`src/rtl/nvram_port_arbiter.sv`:
```
// nvram_port_arbiter
// Shares the single-port work/hiscore RAM between the game CPU and the HPS
// ioctl side (hiscore / NVRAM save and restore). The CPU always wins the
// port; one HPS request at a time is buffered and slotted into the first
// cycle the CPU leaves the RAM idle. If the CPU keeps the port busy for
// too long, cpu_pause asks the core to hold its clock enable.
//
// Ports:
//   clk_sys, reset        system clock, asynchronous active-high reset
//   cpu_req/we/addr/din   CPU RAM access (priority master)
//   cpu_pause             clock-enable hold request back to the CPU
//   hps_rd/hps_we         one-cycle HPS strobes, sample hps_addr/hps_din
//   hps_dout              HPS read data, held until the next read
//   hps_busy              request outstanding, new strobes are ignored
//   hps_ack               one-cycle completion pulse
//   ram_addr/din/we       muxed RAM port
//   ram_dout              RAM read data, one cycle after the address

module nvram_port_arbiter #(
   parameter int unsigned AW       = 11,
   parameter int unsigned DW       = 8,
   parameter int unsigned MAX_WAIT = 64
) (
   input  logic          clk_sys,
   input  logic          reset,
   input  logic          cpu_req,
   input  logic          cpu_we,
   input  logic [AW-1:0] cpu_addr,
   input  logic [DW-1:0] cpu_din,
   output logic          cpu_pause,
   input  logic          hps_rd,
   input  logic          hps_we,
   input  logic [AW-1:0] hps_addr,
   input  logic [DW-1:0] hps_din,
   output logic [DW-1:0] hps_dout,
   output logic          hps_busy,
   output logic          hps_ack,
   output logic [AW-1:0] ram_addr,
   output logic [DW-1:0] ram_din,
   output logic          ram_we,
   input  logic [DW-1:0] ram_dout
);

   typedef enum logic [1:0] {
      IDLE = 2'd0,
      PEND = 2'd1,
      READ = 2'd2,
      ACK  = 2'd3
   } state_t;

   localparam logic [7:0] MAX_WAIT_C = 8'(MAX_WAIT);

   state_t        state;
   state_t        state_nxt;
   logic          buf_we;
   logic [AW-1:0] buf_addr;
   logic [DW-1:0] buf_data;
   logic [7:0]    wait_cnt;
   logic [7:0]    wait_cnt_nxt;
   logic          grant;
   logic          load_buf;
   logic          pause_nxt;

   // Next-state decode. A grant is any PEND cycle in which the CPU leaves
   // the port idle; the HPS then owns the RAM for exactly that cycle. The
   // starvation counter only runs while the CPU is blocking us and drops
   // back to zero whenever we are not waiting.
   always_comb begin
      state_nxt    = state;
      grant        = 1'b0;
      load_buf     = 1'b0;
      wait_cnt_nxt = 8'd0;
      case (state)
         IDLE: begin
            if (hps_we || hps_rd) begin
               load_buf  = 1'b1;
               state_nxt = PEND;
            end
         end
         PEND: begin
            if (cpu_req) begin
               wait_cnt_nxt = (wait_cnt == 8'hFF) ? wait_cnt : wait_cnt + 8'd1;
            end else begin
               grant     = 1'b1;
               state_nxt = buf_we ? ACK : READ;
            end
         end
         READ:    state_nxt = ACK;
         ACK:     state_nxt = IDLE;
         default: state_nxt = IDLE;
      endcase
      pause_nxt = (state == PEND) && cpu_req && (wait_cnt >= MAX_WAIT_C);
   end

   // RAM port mux. Outside a grant cycle the CPU drives the port directly,
   // so only one master can ever assert ram_we.
   always_comb begin
      ram_addr = cpu_addr;
      ram_din  = cpu_din;
      ram_we   = cpu_req & cpu_we;
      if (grant) begin
         ram_addr = buf_addr;
         ram_din  = buf_data;
         ram_we   = buf_we;
      end
   end

   // State, flags and the single request buffer. busy and ack are looked
   // up from the next state so both come straight out of flops. The buffer
   // only loads in IDLE, which is what makes strobes during busy harmless;
   // hps_we wins over hps_rd when both arrive together. Read data is taken
   // at the end of READ, one cycle after the grant address was presented.
   always_ff @(posedge clk_sys or posedge reset) begin
      if (reset) begin
         state     <= IDLE;
         wait_cnt  <= 8'd0;
         hps_busy  <= 1'b0;
         hps_ack   <= 1'b0;
         cpu_pause <= 1'b0;
         hps_dout  <= '0;
         buf_we    <= 1'b0;
         buf_addr  <= '0;
         buf_data  <= '0;
      end else begin
         state     <= state_nxt;
         wait_cnt  <= wait_cnt_nxt;
         hps_busy  <= (state_nxt != IDLE);
         hps_ack   <= (state_nxt == ACK);
         cpu_pause <= pause_nxt;
         if (load_buf) begin
            buf_we   <= hps_we;
            buf_addr <= hps_addr;
            buf_data <= hps_din;
         end
         if (state == READ) begin
            hps_dout <= ram_dout;
         end
      end
   end

endmodule

```
`config.mk`:
```
export PLATFORM = sky130hd
export DESIGN_NAME = nvram_port_arbiter
export DESIGN_NICKNAME = d
export VERILOG_FILES = /design/src/rtl/nvram_port_arbiter.sv
export SDC_FILE = /design/constraint.sdc
export NUM_CORES = 1
export LEC_CHECK = 0
export BUFFER_PORTS_ARGS = -buffer_cell sky130_fd_sc_hd__buf_4
export CAP_MARGIN = 20
export CORE_ASPECT_RATIO = 1.75
export CORE_MARGIN = 1
export CORE_UTILIZATION = 42
export CTS_CLUSTER_SIZE = 12
export DETAILED_ROUTE_END_ITERATION = 10
export GPL_TIMING_DRIVEN = 0
export PLACE_DENSITY = 0.75
export SLEW_MARGIN = 20
export SYNTH_ARGS = -nofsm -noshare
export SYNTH_HDL_FRONTEND = slang
export SYNTH_SLANG_ARGS = --single-unit
```
`constraint.sdc`:
```
create_clock -name clk_sys -period 1.5 [get_ports clk_sys]
set_clock_uncertainty 0.15 [all_clocks]
set_input_delay 0.075 -clock clk_sys [delete_from_list [all_inputs] [get_ports clk_sys]]
set_output_delay 0.075 -clock clk_sys [all_outputs]
set_load 0.01 [all_outputs]
```
==> results of run 1 <==
[area by class of cell]
class                           instances  area [um^2]
Fill cell                             279         1022
Buffer                                  5        63.81
Multi-Input combinational cell         99         1021
Inverter                                1        3.754
Timing Repair Buffer                  125         1122
Sequential cell                        41         1027
Clock buffer                            8        80.08
Tap cell                               51        63.81
[worst min-delay path: stages]
cell and delay [ps]:
buf_4 140, nand3b_1 180, a21oi_1 60
[cells by family after synthesis]
| logic type | after synthesis | synth area share [%] |
|---|---|---|
| mux | 46 | 27.11 |
| fa+ha+maj | 1 | 0.6548 |
| buf+inv | 7 | 2.226 |
| flops | 41 | 53.70 |
| simple gates | 33 | 9.562 |
| compound gates | 19 | 6.746 |
[routing by layer]
layer	wire length [um]	track usage (%)	part of all wire, %	vias up
met5	0	0	0	-
li1	-	-	-	804
met4	150	10.09	2.6	0
met2	3279	45.46	57	69
met3	270	6.198	4.7	12
met1	2053	24.20	36	825
[worst paths after layout]
| kind | slack [ps] | depth (start not counted) | endpoint |
|---|---|---|---|
| setup / recovery | -340 | 5 | ram_addr[3] |
| hold / removal | 50 | 3 | wait_cnt[1] |
| setup reg to reg | -60 | 5 | buf_addr[5] |
| hold reg to reg | 360 | 1 | buf_addr[9] |
| max in group asynchronous | 550 | 4 | state[0] |
| min in group asynchronous | 180 | 3 | buf_data[3] |
[through the flow]
step           setup TNS [ps]  setup WS, ps  cells  power (W)  hold WS (ps)
2_1_floorplan               0         15.43    147   0.002856         59.70
3_3_place_gp           -14810        -245.3    280   0.003585         141.3
3_5_place_dp            -6009        -249.3    281   0.003662        -47.02
4_1_cts                 -9893        -353.1    326   0.004956         56.07
5_1_grt                -10580        -408.9    330   0.005769         59.12
6_report                -7574        -339.4    330   0.005492         51.43
[Yosys cell counts (2+ instances only)]
library cell / count / area share [%]
dfrtp_1: 41 / 54
nand3_1: 5 / 1.3
nor3_1: 3 / 0.79
mux2_2: 10 / 5.9
and3_1: 4 / 1.3
a22o_1: 2 / 0.92
nor2_1: 6 / 1.2
o21ai_0: 5 / 1.3
buf_4: 4 / 1.6
nand2_1: 4 / 0.79
a31oi_1: 5 / 1.6
mux2_1: 36 / 21
[state kept, by name (all words and copies together), names as in the netlist]
| name | cells |
|---|---|
| cpu_pause | 1 |
| hps_dout | 8 |
| buf_we | 1 |
| buf_addr | 11 |
| hps_busy | 1 |
| buf_data | 8 |
| state | 2 |
| hps_ack | 1 |
| wait_cnt | 8 |
[power by group through the flow]
| stage | registers [W] | logic, W | clock network (W) |
|---|---|---|---|
| after floorplan | 0.00182 | 0.00103 | 0 |
| after global placement | 0.00183 | 0.00176 | 0 |
| after detailed placement | 0.00185 | 0.00181 | 0 |
| after CTS | 0.00184 | 0.00239 | 0.000717 |
| after global routing | 0.00193 | 0.00307 | 0.000765 |
| final | 0.00190 | 0.00288 | 0.000711 |
[cells in the final DEF (no fill, tap or decap), types with 2 or more instances in the layout]
| cell type | count |
|---|---|
| buf_6 | 26 |
| dfrtp_1 | 40 |
| a22o_1 | 2 |
| clkbuf_8 | 5 |
| mux2_4 | 37 |
| nand2_1 | 4 |
| and3_1 | 4 |
| nand3_1 | 5 |
| buf_8 | 2 |
| clkbuf_1 | 3 |
| o21ai_0 | 5 |
| nor3_1 | 3 |
| dlygate4sd3_1 | 31 |
| nor2_1 | 5 |
| mux2_2 | 8 |
| nor2_4 | 2 |
| buf_4 | 70 |
| a31oi_1 | 5 |
[repair_timing]
action | 4_1_cts | 5_1_grt
gates cloned | 3 | 0
gates resized for setup | 54 | 27
setup buffers | 4 | 5
endpoints found under the setup margin | 45 | 52
hold buffers | 31 | 0
endpoints found under the hold margin | 70 | 0
pin swaps | 1 | 1
==> reports/qor.txt, run 1 <==
Final #Nets: 331
Seq/Total Area, Yosys: 53.70%
Chip Height: 91.22 um
Status: complete, but fails checks
Final worst setup slack: -339.4 ps
Setup-failing EPs final: 47
Longest Clk Path Bufs: 2
Fmax: 0.5436 GHz
Final HPWL DP: 3213 um
Unique masters post-synth: 34
Antenna Nets Post-Route: 0
Sequential share of power: 34.5%
Largest net degree at the start of global routing: 25
Worst-Skew Late Latency: 300 ps
GRT Total Usage: 24.56%
CTS tree: built
Min Tclk post-route: 1839 ps
Share of layout cells above drive strength 1: 56.27%
Worst r2r src: state[1]
Mapped Area: 1911 um^2
Initial core utilization: 43.38%
Max_cap viols: 0
Critical path, cell by cell: nand2b_4 > nor2_4 > buf_8 > mux2_4 > buf_6
Average via count per standard cell: 5.182
Routed WL: 5754 um
Int Power: 0.003757 W
Slew Limit Headroom: 72.33%
Avg Inst Size Synth: 13.00 um^2
CTS root buffer: clkbuf_8
Die Wd: 52.99 um
Crit Path Class: flip-flop to primary output
FF+latch count, synth: 41
Worst path max stage delay: 450 ps
CP top delay family: flip-flops
Clock transition at path regs: 70 ps
Hold Crit Class: input port to flip-flop
DR WL/cell: 17.44 um
Synth async-reset ratio: 100.0%
CP Capture Type: primary output
Routed vias: 1710
Failing checks: negative setup slack
Final core occ: 76.79%
Ports: 83
Syn Inst Count: 147
Final Max Slew Viols: 0
CP max stage cell: dfrtp_2
Synth Warn #: 0
DRC viols: 0
Ant diodes: 0
GPL Wtd Cong: 0.7637
Final Hold Viols: 0
Syn_nets: 200
EDFF count, synth: 0
Leakage: 1.630 nW
Vias in the first global route: 1827
RSZ-0062 raised after global routing: yes
Pwr per Cell Area: 1624 nW/um^2
Top FF cell, synth: dfrtp_1
Worst Path Max Fanout: 8
Switching Share: 31.59%
Crit. Startpoint: state[0]
H-tree depth: 2
NetSw: 0.001735 W
Maximum vdd drop: 0.001341 V
TritonCTS buffer count: 5
Rows: 32
WP data arrival: 1610 ps
Clock group share of total power: 12.9%
Buffer and inverter count on the worst path: 2
First-pass GRT wire length: 8445 um
# port buffers: 82
Required @ worst endpoint: 1270 ps
Combinational cell fraction of total power: 52.5%
Placed instance area: 2618 um^2
Congestion Overflow GR: 0
Core area: 4404 um^2
Min-Delay Startpoint: cpu_req
Antenna violations before repair: 0
Die area: 4833 um^2
Iteration-0 DRC Markers: 25
Detailed Routing Iterations Pass 1: 4
Cell area after layout: 3382 um^2
Clock Sinks: 41
Period utilization: 122.6%
CP Launch Type: flip-flop
Worst-Margin Slew: 414.4 ps
Layout area overhead: 77.01%
No activity file was read; power rests on OpenSTA's default activity.
==> run 2, diff against run 1 <==
--- a/config.mk
+++ b/config.mk
@@ -5,7 +5,7 @@
 export SDC_FILE = /design/constraint.sdc
 export NUM_CORES = 1
 export LEC_CHECK = 0
-export BUFFER_PORTS_ARGS = -buffer_cell sky130_fd_sc_hd__buf_4
+export BUFFER_PORTS_ARGS = -buffer_cell sky130_fd_sc_hd__buf_2
 export CAP_MARGIN = 20
 export CORE_ASPECT_RATIO = 1.75
 export CORE_MARGIN = 1
==> run 2 against run 1 <==
Compared with the run above:
- the run still ends with negative setup slack left
- fmax decreased by 2.9%
- clock power grew 24%
- sequential share of layout area rose by 1.5 points
- critical path type unchanged
- flip-flop and latch count stayed put
==> reports/qor.txt, run 2 (synthesis results as in run 1) <==
Status: complete, but fails checks (unchanged)
Failing checks: negative setup slack (unchanged)
CP Launch Type: flip-flop (unchanged)
Clock group share of total power: 16.0% (was 12.9%)
Setup-failing EPs final: 49 (was 47)
Vias in the first global route: 1780 (was 1827)
Initial core utilization: 43.38% (unchanged)
Final Max Slew Viols: 0 (unchanged)
RSZ-0062 raised after global routing: yes (unchanged)
Worst r2r src: state[1] (unchanged)
Rows: 32 (unchanged)
Worst-Skew Late Latency: 300 ps (about the same)
Setup slack, reg-to-reg: -200 ps (was -60 ps)
Worst path max stage delay: 410 ps (was 450 ps)
Combinational cell fraction of total power: 49.6% (was 52.5%)
Fill cell count: 283 (was 279)
Iteration-0 DRC Markers: 31 (was 25)
GR Layer Usage met1: 23.58% (was 24.20%)
# port buffers: 82 (unchanged)
CP top delay family: flip-flops (unchanged)
Largest net degree at the start of global routing: 35 (was 25)
Hold Crit Depth: 3 (unchanged)
Die area: 4833 um^2 (unchanged)
Final HPWL DP: 2937 um (was 3213 um)
Die Wd: 52.99 um (unchanged)
Layout area overhead: 68.89% (was 77.01%)
Setup TNS: -12500 ps (was -7574 ps)
Worst Path Max Fanout: 8 (unchanged)
Max_cap viols: 0 (unchanged)
Slew Limit Headroom: 84.16% (was 72.33%)
Final #Nets: 328 (was 331)
Period utilization: 126.3% (was 122.6%)
Largest Register: buf_addr (unchanged)
Min Tclk post-route: 1894 ps (was 1839 ps)
NetSw: 0.001739 W (was 0.001735 W)
Routed vias: 1720 (was 1710)
Register Area: 1027 um^2 (unchanged)
Reg2Reg Capture Point: hps_dout[4] (was buf_addr[5])
Final Hold Viols: 0 (unchanged)
Critical path depth: 5 (unchanged)
First-pass GRT wire length: 7755 um (was 8445 um)
Largest register FFs: 11 (unchanged)
Antenna violations before repair: 1 (was 0)
Share of layout cells above drive strength 1: 58.33% (was 56.27%)
GR peak layer: met2 (unchanged)
Required @ worst endpoint: 1270 ps (about the same)
Int Power: 0.003784 W (was 0.003757 W)
Detailed Routing Iterations Pass 1: 4 (unchanged)
Buffer and inverter count on the worst path: 2 (unchanged)
GRT Total Usage: 21.97% (was 24.56%)
Critical path, cell by cell: nand2b_4 > nor2_4 > buf_8 > mux2_4 > buf_6 (unchanged)
Longest Clk Path Bufs: 2 (unchanged)
Met3 Use GR: 4.523% (was 6.198%)
Ports: 83 (unchanged)
Hold endpoint: cpu_pause (was wait_cnt[1])
WP data arrival: 1670 ps (was 1610 ps)
Core area: 4404 um^2 (unchanged)
Leakage: 1.581 nW (was 1.630 nW)
Antenna Nets Post-Route: 0 (unchanged)
DR WL/cell: 17.50 um (was 17.44 um)
Congestion Overflow GR: 0 (unchanged)
Clock transition at path regs: 80 ps (was 70 ps)
Average via count per standard cell: 5.244 (was 5.182)
Multi-input gate area: 1023 um^2 (was 1021 um^2)
Met2 usage: 39.77% (was 45.46%)
Commonest non-fill, non-tap cells in the layout: buf_2, dfrtp_1, mux2_4 (was buf_4, dfrtp_1, mux2_4)
Total power: 0.005524 W (was 0.005492 W)
GPL Wtd Cong: 0.7474 (was 0.7637)
DRC viols: 0 (unchanged)
H-tree depth: 2 (unchanged)
Final core occ: 73.27% (was 76.79%)
Worst-Margin Slew: 237.6 ps (was 414.4 ps)
Clock Sinks: 41 (unchanged)
Hold Crit Class: input port to flip-flop (unchanged)
Most common cell after layout, fill and taps aside: buf_2 (was buf_4)
CTS tree: built (unchanged)
CP Capture Type: primary output (unchanged)
FF-to-FF path depth: 5 (unchanged)
Routed WL: 5739 um (was 5754 um)
Crit Path Class: flip-flop to primary output (unchanged)
CTS root buffer: clkbuf_8 (unchanged)
CP max stage cell: dfrtp_1 (was dfrtp_2)
Min-Delay Startpoint: cpu_req (unchanged)
Switching Share: 31.49% (was 31.59%)
Fmax: 0.5280 GHz (was 0.5436 GHz)
Maximum vdd drop: 0.001356 V (was 0.001341 V)
Post-place setup slack: -194.8 ps (was -249.3 ps)
Pwr per Cell Area: 1712 nW/um^2 (was 1624 nW/um^2)
Sequential share of power: 34.4% (was 34.5%)
Final worst setup slack: -394.1 ps (was -339.4 ps)
TritonCTS buffer count: 5 (unchanged)
Chip Height: 91.22 um (unchanged)
run 2: cell types whose count changed in the layout (fill, tap and decap cells not counted), sizes merged:
cell / previous run / this run
buf: 99 / 96
clkbuf: 8 / 6
bufinv: 0 / 1
clkinv: 0 / 1
diode: 0 / 1
dlygate4sd3: 31 / 30
inv: 1 / 2
run 2: how the worst max path moves through the flow:
stage,start,end,slack [ps]
after floorplan,wait_cnt[0],wait_cnt[7],20
after global placement,reset,buf_addr[3],-220
after detailed placement,state[1],ram_addr[1],-190
after CTS,state[1],ram_addr[7],-370
after global routing,state[1],ram_din[7],-450
final,state[1],ram_addr[7],-390
run 2: repair_timing:
item | CTS | global route
pin swaps | 1 | 5
cloned | 1 | 2
resized for setup | 38 | 40
endpoints found under the setup margin | 47 | 53
hold buffers | 30 | 0
setup buffers | 4 | 2
endpoints found under the hold margin | 69 | 0
run 2: power groups by stage:
| stage | clock network [W] | logic [W] | registers (W) |
|---|---|---|---|
| after floorplan | 0 | 0.00103 | 0.00182 |
| after global placement | 0 | 0.00155 | 0.00181 |
| after detailed placement | 0 | 0.00160 | 0.00183 |
| after CTS | 0.000908 | 0.00209 | 0.00182 |
| after global routing | 0.000954 | 0.00287 | 0.00194 |
| final | 0.000884 | 0.00274 | 0.00190 |
run 2: routing by layer:
metal | vias up | wire, um
met5 | - | 0
met4 | 0 | 94
met3 | 10 | 237
met2 | 69 | 3265
met1 | 845 | 2141
li1 | 796 | -
run 2: stage by stage:
step,hold slack (ps),area [um^2],cells
floorplan,59.70,1911,147
global placement,141.2,2385,280
CTS,8.555,3023,323
detailed placement,-152.1,2405,281
finish,51.11,3227,328
global route,58.63,3227,328
run 2: final cells by class:
class                   count  share of cell area (%)
diodes                      1                 0.07755
plain buffers               5                   1.861
clock buffers               5                   2.133
clock inverters             3                   1.357
inverters                   1                  0.1163
multi-input cells          99                   31.72
flip-flops and latches     41                   31.83
well taps                  51                   1.978
repair buffers            122                   28.93
run 2: worst reg2reg max path, cell delays in order (launching register included):
cell,delay [ps]
dfrtp_1,380
buf_4,130
buf_6,100
nor2b_1,230
buf_4,230
mux2_2,360
==> run 3, diff against run 2 <==
==> constraint.sdc (replaced) <==
create_clock -name clk_sys -period 1.6 [get_ports clk_sys]
set_clock_uncertainty 0.15 [all_clocks]
set_input_delay 0.08 -clock clk_sys [delete_from_list [all_inputs] [get_ports clk_sys]]
set_output_delay 0.08 -clock clk_sys [all_outputs]
set_load 0.01 [all_outputs]
==> run 3 against run 2 <==
Compared with the run above:
- the flow still finishes with violations (negative setup slack)
- total power is 17% lower
- design area decreased by 5.1%
- sequential share of layout area rose by 1.7 points
- count of clock-buffer cells in the layout unchanged
- non-clock buffer count down 4
- via count down 2.3%
- core utilization is 3.7 points lower
- largest cell class unchanged
- highest routed layer unchanged
==> reports/qor.txt, run 3 (synthesis results as in run 1) <==
Status: complete, but fails checks (unchanged)
Failing checks: negative setup slack (unchanged)
Antenna Nets Post-Route: 0 (unchanged)
Clock transition at path regs: 80 ps (about the same)
Crit Path Class: flip-flop to primary output (unchanged)
Initial core utilization: 43.38% (unchanged)
DR WL/cell: 14.97 um (was 17.50 um)
Largest register FFs: 11 (unchanged)
Ant diodes: 0 (was 1)
Met2 Wirelength: 2717 um (was 3265 um)
Largest Register: buf_addr (unchanged)
Largest net degree at the start of global routing: 35 (unchanged)
Slew Limit Headroom: 85.36% (was 84.16%)
# port buffers: 82 (unchanged)
Longest Clk Path Bufs: 2 (unchanged)
Routed WL: 4835 um (was 5739 um)
Final Max Slew Viols: 0 (unchanged)
Ports: 83 (unchanged)
Chip Height: 91.22 um (unchanged)
Average via count per standard cell: 5.204 (was 5.244)
WL met3: 240 um (was 237 um)
Antenna violations before repair: 0 (was 1)
Clock Sinks: 41 (unchanged)
Worst-Skew Late Latency: 300 ps (about the same)
First-pass GRT wire length: 7700 um (was 7755 um)
Final HPWL DP: 2937 um (unchanged)
Rows: 32 (unchanged)
Commonest non-fill, non-tap cells in the layout: buf_2, dfrtp_1, dlygate4sd3_1 (was buf_2, dfrtp_1, mux2_4)
CP Capture Type: primary output (unchanged)
Post-place setup slack: -99.84 ps (was -194.8 ps)
Final worst setup slack: -270.6 ps (was -394.1 ps)
Vias in the first global route: 1786 (was 1780)
Die Wd: 52.99 um (unchanged)
Routed vias: 1681 (was 1720)
Pwr per Cell Area: 1504 nW/um^2 (was 1712 nW/um^2)
Max_cap viols: 0 (unchanged)
Worst Path Max Fanout: 4 (was 8)
WP data arrival: 1640 ps (was 1670 ps)
Congestion Overflow GR: 0 (unchanged)
Setup-failing EPs final: 39 (was 49)
Iteration-0 DRC Markers: 20 (was 31)
Required @ worst endpoint: 1370 ps (was 1270 ps)
RSZ-0062 raised after global routing: yes (unchanged)
CTS root buffer: clkbuf_8 (unchanged)
Hold Crit Class: input port to flip-flop (unchanged)
Period utilization: 116.9%
Most common cell after layout, fill and taps aside: buf_2 (unchanged)
CP Launch Type: flip-flop (unchanged)
H-tree depth: 2 (unchanged)
DRC viols: 0 (unchanged)
Maximum vdd drop: 0.001227 V (was 0.001356 V)
GRT Total Usage: 21.68% (was 21.97%)
Core area: 4404 um^2 (unchanged)
Die area: 4833 um^2 (unchanged)
Final Hold Viols: 0 (unchanged)
Met1 WL: 1798 um (was 2141 um)
Min Tclk post-route: 1871 ps
Max Used Layer: met4 (unchanged)
Placed instance area: 2405 um^2 (unchanged)
CTS tree: built (unchanged)
Share of layout cells above drive strength 1: 49.26% (was 58.33%)
Worst-Margin Slew: 218.2 ps (was 237.6 ps)
TritonCTS buffer count: 5 (unchanged)
Cell area after layout: 3063 um^2 (was 3227 um^2)
Detailed Routing Iterations Pass 1: 4 (unchanged)
Final #Nets: 324 (was 328)
Fmax: 0.5346 GHz
GPL Wtd Cong: 0.7474 (unchanged)
Layout area overhead: 60.31% (was 68.89%)
Leakage: 1.478 nW (was 1.581 nW)
run 3: cell types whose count changed in the layout (fill, tap and decap cells not counted), sizes merged:
cell / change
buf: -3
clkbuf: -1
diode: -1
run 3: where the power goes:
group | switching [W] | internal [W] | leakage (nW) | total, W
clock network | 0.000358 | 0.000467 | 0.0585 | 0.000825
logic | 0.000823 | 0.00123 | 0.918 | 0.00205
registers | 0.000266 | 0.00147 | 0.501 | 0.00173
run 3: cell type report:
type                       instances  area, um^2
multi-input combinational         99       920.9
tap                               51       63.81
sequential                        41        1027
clock inverter                     3       43.79
inverter                           1       3.754
fill                             309        1341
buffer                             5       56.30
timing repair buffer             118       878.3
clock buffer                       5       68.82
run 3: routing by layer:
metal	GRT usage, %	vias up
met5	0	-
met4	8.114	0
met3	4.020	9
met2	39.87	67
met1	22.95	817
li1	-	788
run 3: path summary, 6_finish.rpt:
| check | startpoint | endpoint | slack (ps) | depth (start not counted) |
|---|---|---|---|---|
| setup / recovery | state[1] | ram_addr[10] | -270 | 5 |
| hold / removal | cpu_req | state[0] | 40 | 4 |
| setup reg to reg | state[1] | buf_data[2] | -150 | 5 |
| hold reg to reg | buf_data[3] | buf_data[3] | 340 | 1 |
| max in group asynchronous | reset | state[0] | 780 | 4 |
| min in group asynchronous | reset | hps_dout[7] | 80 | 3 |
run 3: what timing repair did:
item,CTS,global route
gates cloned,1,0
buffers inserted,4,0
hold endpoints to repair,69,0
hold buffers,30,0
endpoints found under the setup margin,43,51
resized for setup,35,12
pin swaps,1,1
run 3: critical path, cell delays in order (launching register included):
cell      delay (ps)
dfrtp_1          410
nand2b_4         160
nor2_4           160
buf_4            150
mux2_2           320
buf_2            140
run 3: stage by stage:
stage | util, % | power [W] | instances | TNS, ps | hold WS [ps]
2_1_floorplan | - | 0.002678 | 147 | 0 | 64.70
3_3_place_gp | 54.15 | 0.003156 | 280 | -6478 | 146.2
3_5_place_dp | 54.60 | 0.003215 | 281 | -1872 | -147.1
4_1_cts | 68.49 | 0.004508 | 323 | -7590 | 13.63
5_1_grt | 69.55 | 0.004849 | 323 | -10110 | 69.83
6_report | 69.55 | 0.004608 | 323 | -7722 | 41.23
